**src/rtl/writeback_unit_if.sv**
```systemverilog
// writeback_unit_if: MEM-stage, data-memory response and register-file write bundle
interface writeback_unit_if #(parameter int CNT_W = 64);
    logic             mem_valid;
    logic             wb_ready;
    logic             mem_reg_write;
    logic [4:0]       mem_rd_idx;
    logic [1:0]       mem_result_sel;
    logic [31:0]      mem_alu_result;
    logic [31:0]      mem_pc_plus4;
    logic [2:0]       mem_load_funct3;
    logic [1:0]       mem_addr_lo;
    logic             dmem_rvalid;
    logic [31:0]      dmem_rdata;
    logic             rf_wr_en;
    logic [4:0]       rf_wr_idx;
    logic [31:0]      rf_wr_data;
    logic             load_fault;
    logic [CNT_W-1:0] instret;
    modport slave (
        input  mem_valid, mem_reg_write, mem_rd_idx, mem_result_sel, mem_alu_result,
               mem_pc_plus4, mem_load_funct3, mem_addr_lo, dmem_rvalid, dmem_rdata,
        output wb_ready, rf_wr_en, rf_wr_idx, rf_wr_data, load_fault, instret
    );
    modport master (
        output mem_valid, mem_reg_write, mem_rd_idx, mem_result_sel, mem_alu_result,
               mem_pc_plus4, mem_load_funct3, mem_addr_lo, dmem_rvalid, dmem_rdata,
        input  wb_ready, rf_wr_en, rf_wr_idx, rf_wr_data, load_fault, instret
    );
endinterface

```
**src/rtl/writeback_unit.sv**
```systemverilog
// writeback_unit: MEM/WB register, load response wait/alignment and retire counter
module writeback_unit #(
    parameter int LOAD_TIMEOUT = 16,
    parameter int CNT_W        = 64
) (
    input logic            clk,
    input logic            rst,
    writeback_unit_if.slave bus
);
    localparam int TW = $clog2(LOAD_TIMEOUT + 1);
    localparam logic [TW-1:0] LAST = TW'(LOAD_TIMEOUT - 1);
    typedef enum logic {IDLE, WAIT} state_t;
    state_t           state, state_n;
    logic [TW-1:0]    cnt, cnt_n;
    logic             ld_we;
    logic [4:0]       ld_rd;
    logic [2:0]       ld_f3;
    logic [1:0]       ld_lo;
    logic             wr_en, fault;
    logic [4:0]       wr_idx, idx_n;
    logic [31:0]      wr_data, data_n, load_data;
    logic [CNT_W-1:0] retired;
    logic             accept, is_load, wr_n, fault_n, retire, bad_f3;
    logic [7:0]       b;
    logic [15:0]      h;
    assign bus.wb_ready   = (state == IDLE) && !rst;
    assign bus.rf_wr_en   = wr_en;
    assign bus.rf_wr_idx  = wr_idx;
    assign bus.rf_wr_data = wr_data;
    assign bus.load_fault = fault;
    assign bus.instret    = retired;
    assign accept  = bus.mem_valid && bus.wb_ready;
    assign is_load = bus.mem_result_sel == 2'b01;
    assign b       = 8'(bus.dmem_rdata >> {ld_lo, 3'b000});
    assign h       = 16'(bus.dmem_rdata >> {ld_lo[1], 4'b0000});
    assign bad_f3  = (ld_f3 == 3'b011) || (ld_f3[2:1] == 2'b11);
    // select and extend the addressed byte/half of the returning word
    always_comb begin
        case (ld_f3)
            3'b000:  load_data = {{24{b[7]}}, b};
            3'b001:  load_data = {{16{h[15]}}, h};
            3'b010:  load_data = bus.dmem_rdata;
            3'b100:  load_data = {24'd0, b};
            3'b101:  load_data = {16'd0, h};
            default: load_data = 32'd0;
        endcase
    end
    // next state, writeback request and retire decision
    always_comb begin
        state_n = state;
        cnt_n   = cnt;
        wr_n    = 1'b0;
        idx_n   = wr_idx;
        data_n  = wr_data;
        fault_n = 1'b0;
        retire  = 1'b0;
        if (state == IDLE) begin
            if (accept && is_load) begin
                state_n = WAIT;
                cnt_n   = '0;
            end else if (accept) begin
                retire = 1'b1;
                wr_n   = bus.mem_reg_write && (bus.mem_rd_idx != 5'd0);
                idx_n  = wr_n ? bus.mem_rd_idx : wr_idx;
                data_n = !wr_n ? wr_data :
                         (bus.mem_result_sel == 2'b10) ? bus.mem_pc_plus4 : bus.mem_alu_result;
            end
        end else if (bus.dmem_rvalid) begin
            state_n = IDLE;
            retire  = 1'b1;
            wr_n    = ld_we && (ld_rd != 5'd0);
            idx_n   = wr_n ? ld_rd : wr_idx;
            data_n  = wr_n ? load_data : wr_data;
            fault_n = bad_f3;
        end else if (cnt == LAST) begin
            state_n = IDLE;
            fault_n = 1'b1;
        end else begin
            cnt_n = cnt + 1'b1;
        end
    end
    // state and timeout counter register
    always_ff @(posedge clk) begin
        if (rst) begin
            state <= IDLE;
            cnt   <= '0;
        end else begin
            state <= state_n;
            cnt   <= cnt_n;
        end
    end
    // load context latch, writeback outputs and retire count
    always_ff @(posedge clk) begin
        if (rst) begin
            ld_we   <= 1'b0;
            ld_rd   <= 5'd0;
            ld_f3   <= 3'd0;
            ld_lo   <= 2'd0;
            wr_en   <= 1'b0;
            wr_idx  <= 5'd0;
            wr_data <= 32'd0;
            fault   <= 1'b0;
            retired <= '0;
        end else begin
            if (accept && is_load) begin
                ld_we <= bus.mem_reg_write;
                ld_rd <= bus.mem_rd_idx;
                ld_f3 <= bus.mem_load_funct3;
                ld_lo <= bus.mem_addr_lo;
            end
            wr_en   <= wr_n;
            wr_idx  <= idx_n;
            wr_data <= data_n;
            fault   <= fault_n;
            if (retire) retired <= retired + 1'b1;
        end
    end
endmodule
```
**src/flat_wrapper.sv**
```systemverilog
// flat-port wrapper written by rule: the top's interface ports become plain ports
module writeback_unit_flat 
#(
    parameter int LOAD_TIMEOUT = 16,
    parameter int CNT_W        = 64
)
  (clk, rst, bus_mem_valid, bus_mem_reg_write, bus_mem_rd_idx, bus_mem_result_sel, bus_mem_alu_result, bus_mem_pc_plus4, bus_mem_load_funct3, bus_mem_addr_lo, bus_dmem_rvalid, bus_dmem_rdata, bus_wb_ready, bus_rf_wr_en, bus_rf_wr_idx, bus_rf_wr_data, bus_load_fault, bus_instret);
  writeback_unit_if #(.CNT_W(CNT_W)) bus_i ();
  input logic clk;
  input logic rst;
  input wire logic [$bits(bus_i.mem_valid)-1:0] bus_mem_valid;
  input wire logic [$bits(bus_i.mem_reg_write)-1:0] bus_mem_reg_write;
  input wire logic [$bits(bus_i.mem_rd_idx)-1:0] bus_mem_rd_idx;
  input wire logic [$bits(bus_i.mem_result_sel)-1:0] bus_mem_result_sel;
  input wire logic [$bits(bus_i.mem_alu_result)-1:0] bus_mem_alu_result;
  input wire logic [$bits(bus_i.mem_pc_plus4)-1:0] bus_mem_pc_plus4;
  input wire logic [$bits(bus_i.mem_load_funct3)-1:0] bus_mem_load_funct3;
  input wire logic [$bits(bus_i.mem_addr_lo)-1:0] bus_mem_addr_lo;
  input wire logic [$bits(bus_i.dmem_rvalid)-1:0] bus_dmem_rvalid;
  input wire logic [$bits(bus_i.dmem_rdata)-1:0] bus_dmem_rdata;
  output wire logic [$bits(bus_i.wb_ready)-1:0] bus_wb_ready;
  output wire logic [$bits(bus_i.rf_wr_en)-1:0] bus_rf_wr_en;
  output wire logic [$bits(bus_i.rf_wr_idx)-1:0] bus_rf_wr_idx;
  output wire logic [$bits(bus_i.rf_wr_data)-1:0] bus_rf_wr_data;
  output wire logic [$bits(bus_i.load_fault)-1:0] bus_load_fault;
  output wire logic [$bits(bus_i.instret)-1:0] bus_instret;
  assign bus_i.mem_valid = bus_mem_valid;
  assign bus_i.mem_reg_write = bus_mem_reg_write;
  assign bus_i.mem_rd_idx = bus_mem_rd_idx;
  assign bus_i.mem_result_sel = bus_mem_result_sel;
  assign bus_i.mem_alu_result = bus_mem_alu_result;
  assign bus_i.mem_pc_plus4 = bus_mem_pc_plus4;
  assign bus_i.mem_load_funct3 = bus_mem_load_funct3;
  assign bus_i.mem_addr_lo = bus_mem_addr_lo;
  assign bus_i.dmem_rvalid = bus_dmem_rvalid;
  assign bus_i.dmem_rdata = bus_dmem_rdata;
  assign bus_wb_ready = bus_i.wb_ready;
  assign bus_rf_wr_en = bus_i.rf_wr_en;
  assign bus_rf_wr_idx = bus_i.rf_wr_idx;
  assign bus_rf_wr_data = bus_i.rf_wr_data;
  assign bus_load_fault = bus_i.load_fault;
  assign bus_instret = bus_i.instret;
  writeback_unit #(.LOAD_TIMEOUT(LOAD_TIMEOUT), .CNT_W(CNT_W)) u_core (.clk(clk), .rst(rst), .bus(bus_i));
endmodule
```
**config.mk**
```make
export PLATFORM = sky130hd
export DESIGN_NAME = writeback_unit_flat
export DESIGN_NICKNAME = d
export VERILOG_FILES = /design/src/rtl/writeback_unit_if.sv /design/src/rtl/writeback_unit.sv /design/src/flat_wrapper.sv
export SDC_FILE = /design/constraint.sdc
export NUM_CORES = 1
export LEC_CHECK = 0
export BUFFER_PORTS_ARGS = -buffer_cell sky130_fd_sc_hd__buf_2
export CAP_MARGIN = 40
export CORE_MARGIN = 2
export CORE_UTILIZATION = 56
export CTS_BUF_LIST = sky130_fd_sc_hd__clkbuf_8
export DETAILED_ROUTE_END_ITERATION = 7
export GPL_ROUTABILITY_DRIVEN = 0
export HOLD_SLACK_MARGIN = 0.1
export PLACE_DENSITY = 0.88
export SLEW_MARGIN = 15
export SYNTH_ARGS = -nofsm -noshare
export SYNTH_HDL_FRONTEND = slang
export SYNTH_SLANG_ARGS = --single-unit
```
**constraint.sdc**
```tcl
create_clock -name clk -period 3.89 [get_ports clk]
set_clock_uncertainty 0.05 [all_clocks]
set_input_delay 0.1945 -clock clk [delete_from_list [all_inputs] [get_ports clk]]
set_output_delay 0.1945 -clock clk [all_outputs]
set_load 0.005 [all_outputs]
```
==> results of run 1 <==
-- layer usage --
| layer | track usage | part of all wire | routed length, µm | vias to the layer above |
|---|---|---|---|---|
| met1 | 0.392 | 0.40 | 8140 | 3298 |
| met2 | 0.520 | 0.46 | 9360 | 385 |
| met4 | 0.169 | 0.043 | 864 | 0 |
| met5 | 0 | 0 | 0 | - |
| met3 | 0.0831 | 0.088 | 1780 | 69 |
| li1 | - | - | - | 3468 |
-- power by group through the flow --
stage	logic [W]	registers, W	clock network, W
after floorplan	0.000142	0.00129	0
after global routing	0.000317	0.00127	0.00131
after detailed placement	0.000270	0.00129	0
after CTS	0.000285	0.00127	0.00125
final	0.000290	0.00127	0.00124
after global placement	0.000263	0.00129	0
-- cell usage after synthesis (2+ instances only) --
cell,count,area [µm²]
nand2_1,129,484
dfxtp_1,120,2400
a21oi_1,108,541
nor2_1,62,233
clkbuf_1,45,169
o21ai_0,43,215
nand4_1,30,188
o31ai_1,22,165
or4_1,22,165
nand3_1,21,105
nor3_1,21,105
or3_1,18,113
xor2_1,17,149
a31oi_1,16,100
a211oi_1,12,90.1
and2_1,12,75.1
and3_1,12,75.1
inv_1,12,45.0
nor2b_1,12,75.1
and4_1,9,78.8
mux2_2,9,101
buf_2,8,40.0
mux2i_1,8,80.1
a2111o_1,7,78.8
a221o_1,7,70.1
nor3b_1,5,37.5
xnor2_1,5,43.8
o21a_1,4,30.0
buf_1,3,11.3
ha_1,3,37.5
nand2b_1,3,18.8
or2_2,3,18.8
nand4_2,2,25.0
nor4_1,2,12.5
o311ai_1,2,17.5
o41ai_1,2,17.5
or3b_2,2,17.5
-- kinds of logic (layout without fill, tap and decap cells) --
kind of cell,Yosys count,count (layout),share of synthesized area
simple gates,372,372,0.296
compound gates,232,232,0.219
flops,120,120,0.374
buf+inv,69,285,0.0424
xor+xnor,22,22,0.0300
mux,19,19,0.0335
fa+ha+maj,3,3,0.00584
-- repair_timing --
| action | in CTS | in global routing |
|---|---|---|
| setup buffers | 0 | 0 |
| setup endpoints to repair | 0 | 0 |
| gates resized for setup | 0 | 0 |
| hold buffers | 15 | 0 |
| hold endpoints to repair | 20 | 0 |
-- flip-flops by register name (all words and copies together), names as in the netlist, 2 cells and up --
name,count
u_core.ld_lo,2
u_core.bus.rf_wr_data,32
u_core.cnt,5
u_core.ld_f3,3
u_core.ld_rd,5
u_core.bus.instret,64
u_core.bus.rf_wr_idx,5
-- path summary, 6_finish.rpt --
path,from,cells after the start,slack [ns],to
setup / recovery,u_core.bus.instret[7],6,0.98,u_core.bus.instret[40]
hold / removal,bus_mem_pc_plus4[4],5,0.12,u_core.bus.rf_wr_data[4]
setup reg to reg,u_core.bus.instret[7],6,0.98,u_core.bus.instret[40]
hold reg to reg,u_core.bus.rf_wr_data[10],2,0.41,u_core.bus.rf_wr_data[10]
-- worst max-delay path: stages (launching register included) --
cell	delay, ns
dfxtp_1	0.44
nand4_1	0.24
nor4_2	0.33
buf_4	0.23
nand4_1	0.66
or4_1	0.71
a21oi_1	0.18
-- placed cells by master (no fill, tap or decap), types with 3 or more instances in the layout --
cell / Yosys / layout
nor3b_1: 5 / 5
nor2_1: 62 / 62
buf_4: 1 / 7
clkbuf_8: 0 / 20
nand4_1: 30 / 30
o31ai_1: 22 / 22
dlygate4sd3_1: 0 / 15
inv_1: 12 / 12
a211oi_1: 12 / 12
nand2_1: 129 / 129
a21oi_1: 108 / 108
mux2i_1: 8 / 8
or2_2: 3 / 3
or4_1: 22 / 22
xnor2_1: 5 / 5
a221o_1: 7 / 7
xor2_1: 17 / 17
ha_1: 3 / 3
bufinv_16: 0 / 3
and3_1: 12 / 12
nor2b_1: 12 / 11
nand3_1: 21 / 21
a2111o_1: 7 / 7
o21a_1: 4 / 4
inv_6: 0 / 3
and4_1: 9 / 9
nand2b_1: 3 / 3
a31oi_1: 16 / 16
or3_1: 18 / 18
o21ai_0: 43 / 43
and2_1: 12 / 12
nor3_1: 21 / 21
clkinv_4: 0 / 4
mux2_2: 9 / 9
dfxtp_1: 120 / 119
buf_2: 8 / 216
-- through the flow --
stage | total power, W | instances | util | instance area [µm²]
CTS | 0.00280 | 1196 | 0.721 | 8160
floorplan | 0.00144 | 837 | - | 6430
global route | 0.00290 | 1196 | 0.721 | 8160
detailed placement | 0.00156 | 1149 | 0.669 | 7570
finish | 0.00280 | 1196 | 0.721 | 8160
global placement | 0.00156 | 1146 | 0.664 | 7520
-- layout make-up --
cell class / count / area (µm²)
multi-input combinational: 648 / 3760
fill: 914 / 3160
sequential: 120 / 2400
timing repair buffer: 241 / 1330
clock buffer: 20 / 275
tap: 143 / 179
clock inverter: 12 / 164
inverter: 12 / 45.0
==> impl_metrics.toml, run 1 <==
[synth]
ys_seq_area_frac = 0.374
syn-num-nets = 953
synthArstFlopShare = 0
synth.ff_latch_count = 120
syn_area_per_cell_um2 = 7.68
syn-cell-area_mm2 = 0.00643
synth_flop_cell = "dfxtp_1"
yosys_warnings = 0
synthDistinctLibCells = 56
synthCells = 837
synth-edff-count = 0

[timing]
layout_setup_ws_ns = 0.976
max_freq_mhz = 343
holdWs_ns = 0.118
tightest_slew_ns = 0.846
drv_slew = 0
post-route-min-period_ns = 2.91
grt_setup_unrepaired = "no"
setup_viol_count_final = 0
hold_viol = 0
relSlewSlack = 0.436
fin_tns_setup_ns = 0
finalCritPeriodShare = 0.749

[grt]
grt.total_usage = 0.321
antenna_found_initial = 0
grt_max_degree = 53
grt_pass1_vias = 6635
grt_pass1_wl_um = 32500
grt-ovfl-total = 0

[clocking]
cts_sinks = 120
clkTransAtPathRegs_ns = 0.08
numCtsBuffers = 17
tritoncts = "built"
clock_path_buffers = 2
htree_levels = 4
clock_tree.root_cell = "clkbuf_8"
clk_latency_ns = 0.46

[critical_path]
critPathArrivalTime_ns = 3.24
critPathLaunchType = "register"
crit_required_ns = 4.22
critPathCaptureType = "register"
path_class = "register to register"
path_max_fanout = 23

[power_and_ir_drop]
pwr-share-clk = 0.443
comb_power_share = 0.104
power.leakage_nw = 3.36
p_seq_frac = 0.453
swShare = 0.257
switching_power_w = 0.000719
ir_worst_vdd_mv = 0.380
power.internal_w = 0.00208
p_per_area_mw_per_mm2 = 343

[place]
dp_slack_ns = 1.12
port_buffers = 216
dp_hpwl_um = 14000

[job]
maxCapViolations = 0

[floorplan]
die-height_um = 111
die_area_mm2 = 0.0123
num_rows = 39
start_util = 0.568
die_x_um = 111
core_mm2 = 0.0113
ios = 217

[layout]
finalNetCount = 1156
insertedDiodeCount = 0
area.growth.synth_to_final_pct = 26.9
drive_gt1_frac = 0.271

[detailed_routing]
first_pass_iters = 5
ant_nets = 0
drc = 0
post_drt_via_cell_ratio = 6.04
totalWireLength_um = 20100
vias = 7220
drt_iter0_markers = 739
routedWlPerCell_um = 16.8

[outcome]
outcome = "complete, no violations"

[hold_path]
hp-class = "primary input to register"
(Power assumes the default switching activity.)
==> inputs of run 2 (changes only) <==
CORE_UTILIZATION = 52   (was 56)
PLACE_DENSITY = 0.82   (was 0.88)
clock period = 2.85 ns   (was 3.89 ns; I/O delays follow)
==> run 2 against run 1 <==
Against the previous run: flip-flop and latch count unchanged; die area is 7.4% higher; cell count rose by 5.9%; combinational power is 53% higher; maximum frequency up 10%; critical endpoint is now u_core.bus.rf_wr_data[2].
==> impl_metrics.toml, run 2 (synthesis results as in run 1) <==
[outcome]
outcome = "complete, no violations"

[critical_path]
cp_common_cell = "a21oi_1"
worstRegToRegCells = 6
crit_start = "u_core.state"
cpPeakStageDelay_ns = 0.64
path_max_fanout = 29
cp_slowest_cell = "dfxtp_2"
critPathArrivalTime_ns = 2.90
r2r_slack_ns = 0.20
r2r_start = "u_core.state"
critPathLaunchType = "register"
r2r_end = "u_core.bus.rf_wr_data[2]"
critPathCaptureType = "register"
path_class = "register to register"
crit_required_ns = 3.10
endpoint = "u_core.bus.rf_wr_data[2]"
crit_chain = "buf_4 -> a21oi_1 -> dlygate4sd3_1 -> a21oi_1 -> dlygate4sd3_1 -> a21oi_1"

[clocking]
tritoncts = "built"
clk_latency_ns = 0.44
clkTransAtPathRegs_ns = 0.07
cts_hold_buf = 54
cts_setup_buffers = 0
clock_tree.root_cell = "clkbuf_8"
cts_sinks = 120
numCtsBuffers = 17
cts_resized = 0
clock_path_buffers = 2
htree_levels = 4

[detailed_routing]
drc = 0
drt_iter0_markers = 486
totalWireLength_um = 20200
first_pass_iters = 6
post_drt_via_cell_ratio = 5.77
vias = 7309
ant_nets = 0
routedWlPerCell_um = 15.9

[grt]
antenna_found_initial = 0
grt_max_degree = 81
grt-ovfl-total = 0
grt.total_usage = 0.298
grt_pass1_vias = 6496
grt_pass1_wl_um = 31600

[timing]
relSlewSlack = 0.408
grt_setup_unrepaired = "no"
max_freq_mhz = 378
post-route-min-period_ns = 2.65
finalCritPeriodShare = 0.929
layout_setup_ws_ns = 0.203
setup_viol_count_final = 0
tightest_slew_ns = 0.887
hold_viol = 0
drv_slew = 0
fin_tns_setup_ns = 0

[power_and_ir_drop]
total_power_w = 0.00362
p_per_area_mw_per_mm2 = 423
power.leakage_nw = 3.56
ir_worst_vdd_mv = 0.315

[floorplan]
die_x_um = 115
core_mm2 = 0.0121
num_rows = 40
die_area_mm2 = 0.0133
start_util = 0.533
ios = 217
die-height_um = 115

[layout]
drive_gt1_frac = 0.265
insertedDiodeCount = 0
finalNetCount = 1203
final_common_cell = "buf_2"
final-instance-count-excl-fill = 1267
area.growth.synth_to_final_pct = 33.3
largest_reg_flops = 64
utilization = 0.710
layout_common_cells = "buf_2, nand2_1, dfxtp_1, a21oi_1, nor2_1"

[hold_path]
hold-path-cell-count = 5
hp-class = "primary input to register"

[place]
place_inst = 1182
port_buffers = 216
dp_slack_ns = 0.419
dp_hpwl_um = 14100

[job]
maxCapViolations = 0
==> run 2: cell count changes in the layout (fill, tap and decap cells not counted), sizes merged <==
| cell | previous run | this run |
|---|---|---|
| buf | 226 | 234 |
| clkinv | 5 | 3 |
| bufinv | 3 | 1 |
| clkbuf | 20 | 22 |
| dlygate4sd3 | 15 | 54 |
| clkinvlp | 1 | 3 |
| inv | 15 | 14 |
==> run 2: per-layer routing <==
| layer | GRT usage | vias to the layer above | part of all wire |
|---|---|---|---|
| li1 | - | 3562 | - |
| met3 | 0.0880 | 68 | 0.081 |
| met5 | 0 | - | 0 |
| met4 | 0.125 | 0 | 0.034 |
| met1 | 0.373 | 3326 | 0.43 |
| met2 | 0.479 | 353 | 0.46 |
==> run 2: stage by stage <==
stage	hold slack [ns]	cell area, µm²
6_report	0.117	8560
3_3_place_gp	0.338	7630
5_1_grt	0.113	8560
3_5_place_dp	0.340	7640
2_1_floorplan	0.228	6430
4_1_cts	0.101	8560
==> run 2: critical path, delay by kind of cell, from the launching register on <==
| kind | cells | cell delay (ns) |
|---|---|---|
| AOI/OAI and AO/OA | 3 | 0.26 |
| buffers and inverters | 3 | 1.55 |
| DFF | 1 | 0.64 |
==> run 2: cell type report <==
type	count	area [µm²]
clock buffer	22	303
clock inverter	9	75.1
fill	1014	3500
inverter	12	45.0
multi-input combinational	648	3760
sequential	120	2400
tap	168	210
timing repair buffer	288	1760
==> run 2: how the worst min path moves through the flow <==
stage | from | to | slack, ns
2_1_floorplan | bus_mem_reg_write | u_core.ld_we | 0.23
3_3_place_gp | bus_mem_load_funct3[1] | u_core.ld_f3[1] | 0.34
3_5_place_dp | bus_mem_load_funct3[0] | u_core.ld_f3[0] | 0.34
4_1_cts | bus_mem_alu_result[20] | u_core.bus.rf_wr_data[20] | 0.10
5_1_grt | bus_mem_pc_plus4[23] | u_core.bus.rf_wr_data[23] | 0.11
6_report | bus_mem_pc_plus4[1] | u_core.bus.rf_wr_data[1] | 0.12
==> run 2: power breakdown <==
part	internal (W)	switching (W)	leakage, nW	total, W
registers	0.00171	0.0000231	0.971	0.00173
clock network	0.000788	0.000658	0.195	0.00145
logic	0.000217	0.000227	2.39	0.000444
total	0.00271	0.000907	3.56	0.00362
==> inputs of run 3 (changes only) <==
CORE_ASPECT_RATIO = 0.75   (was default)
==> run 3 against run 2 <==
Against the previous run: flip-flop and latch count is the same; register-to-register slack lost 0.02 ns; setup slack lost 0.018 ns; total power up 7.3%; die area hardly changed; critical endpoint is now u_core.bus.rf_wr_data[22].
==> impl_metrics.toml, run 3 (synthesis results as in run 1) <==
[outcome]
outcome = "complete, no violations"

[power_and_ir_drop]
p_per_area_mw_per_mm2 = 451
comb_power_share = 0.118
p_seq_frac = 0.444
power.internal_w = 0.00285
switching_power_w = 0.00104
power.leakage_nw = 3.55
ir_worst_vdd_mv = 0.311
pwr-share-clk = 0.438
swShare = 0.268

[timing]
relSlewSlack = 0.397
post-route-min-period_ns = 2.66
tightest_slew_ns = 0.903
fin_tns_setup_ns = 0
hold_viol = 0
layout_setup_ws_ns = 0.185
max_freq_mhz = 375
holdWs_ns = 0.127
grt_setup_unrepaired = "no"
drv_slew = 0
finalCritPeriodShare = 0.935
setup_viol_count_final = 0

[critical_path]
critPathArrivalTime_ns = 2.95
cpPeakStageDelay_ns = 0.57
path_max_fanout = 17
crit_required_ns = 3.13
critPathLaunchType = "register"
cp_slowest_cell = "dlygate4sd3_1"
path_class = "register to register"
crit_buf_inv = 1
path_delay_family = "simple AND/OR/NAND/NOR gates"
r2r_slack_ns = 0.19
crit_chain = "mux4_2 -> nand2_1 -> a31oi_1 -> nor3_1 -> dlygate4sd3_1 -> nor2_1"
critPathCaptureType = "register"

[layout]
final.fill_count = 998
final_common_cell = "buf_2"
area.growth.synth_to_final_pct = 34.1
drive_gt1_frac = 0.264
largest_reg_flops = 64
multi_input_area_mm2 = 0.00376
seqCellArea_mm2 = 0.00240
finalNetCount = 1203
layout_common_cells = "buf_2, nand2_1, dfxtp_1, a21oi_1, nor2_1"

[grt]
grt.total_usage = 0.308
grt_pass1_vias = 6812
antenna_found_initial = 1
grt-ovfl-total = 0
grt_pass1_wl_um = 33300
grt_max_degree = 56

[detailed_routing]
ant_nets = 0
maxUsedRoutingLayer = "met4"
drt_iter0_markers = 609
wl_met1_um = 9470
dr_wl_met2_um = 8730
totalWireLength_um = 20500
post_drt_via_cell_ratio = 5.83
drc = 0
first_pass_iters = 5
vias = 7384
wl_met3_um = 1800
routedWlPerCell_um = 16.2

[floorplan]
start_util = 0.528
num_rows = 35
ios = 217
die_x_um = 132
die-height_um = 100
core_mm2 = 0.0122
die_area_mm2 = 0.0133

[clocking]
cts_sinks = 120
clock_tree.root_cell = "clkbuf_8"
tritoncts = "built"
htree_levels = 4
clkTransAtPathRegs_ns = 0.08
cts_setup_buffers = 0
numCtsBuffers = 17
clk_latency_ns = 0.43
clock_path_buffers = 2
cts_resized = 0

[job]
maxCapViolations = 0

[place]
dp_slack_ns = 0.406
port_buffers = 216
dp_hpwl_um = 13900

[hold_path]
hp-class = "primary input to register"
-- run 3: cell types whose count changed in the layout (fill, tap and decap cells not counted), sizes merged --
cell | before | now
buf | 234 | 231
dlygate4sd3 | 54 | 57
clkinvlp | 3 | 4
diode | 0 | 1
bufinv | 1 | 3
clkinv | 3 | 0
clkbuf | 22 | 18
inv | 14 | 19
-- run 3: cell type report --
cell class | count | share of cell area
Antenna cell | 1 | 0.000290
Clock buffer | 18 | 0.0288
Clock inverter | 14 | 0.0216
Inverter | 12 | 0.00523
Multi-Input combinational cell | 648 | 0.436
Sequential cell | 120 | 0.279
Tap cell | 166 | 0.0241
Timing Repair Buffer | 288 | 0.205
-- run 3: power by group through the flow --
stage	clock [W]	combinational, W	sequential (W)
2_1_floorplan	0	0.000194	0.00176
3_3_place_gp	0	0.000362	0.00176
3_5_place_dp	0	0.000366	0.00177
4_1_cts	0.00172	0.000439	0.00173
5_1_grt	0.00181	0.000497	0.00173
6_report	0.00170	0.000458	0.00173
-- run 3: timing repair --
action | CTS | global route
endpoints found under the setup margin | 0 | 1
hold buffers | 57 | 0
hold endpoints to repair | 44 | 0
-- run 3: worst paths after layout --
path                             start                   endpoint  cells after the start
max                    u_core.ld_lo[1]  u_core.bus.rf_wr_data[22]                      6
min                bus_mem_pc_plus4[5]   u_core.bus.rf_wr_data[5]                      5
max reg2reg            u_core.ld_lo[1]  u_core.bus.rf_wr_data[22]                      6
min reg2reg  u_core.bus.rf_wr_data[12]  u_core.bus.rf_wr_data[12]                      2
-- run 3: stage by stage --
step / util / cell area (µm²) / instances / power (W)
floorplan: - / 6430 / 837 / 0.00196
global placement: 0.625 / 7610 / 1177 / 0.00213
detailed placement: 0.625 / 7610 / 1177 / 0.00213
CTS: 0.707 / 8610 / 1266 / 0.00388
global route: 0.708 / 8610 / 1267 / 0.00403
finish: 0.708 / 8610 / 1267 / 0.00389
-- run 3: tightest hold or removal path: cells and delay by family --
kind	cells	cell delay (ns)
AO/OA/AOI/OAI	3	0.31
buffers and inverters	1	0.08
AND/OR/NAND/NOR	1	0.04
-- run 3: metal layers --
layer  vias up  GRT usage
li1       3561          -
met1      3415      0.425
met2       357      0.468
met3        51     0.0753
met4         0      0.115
met5         -          0
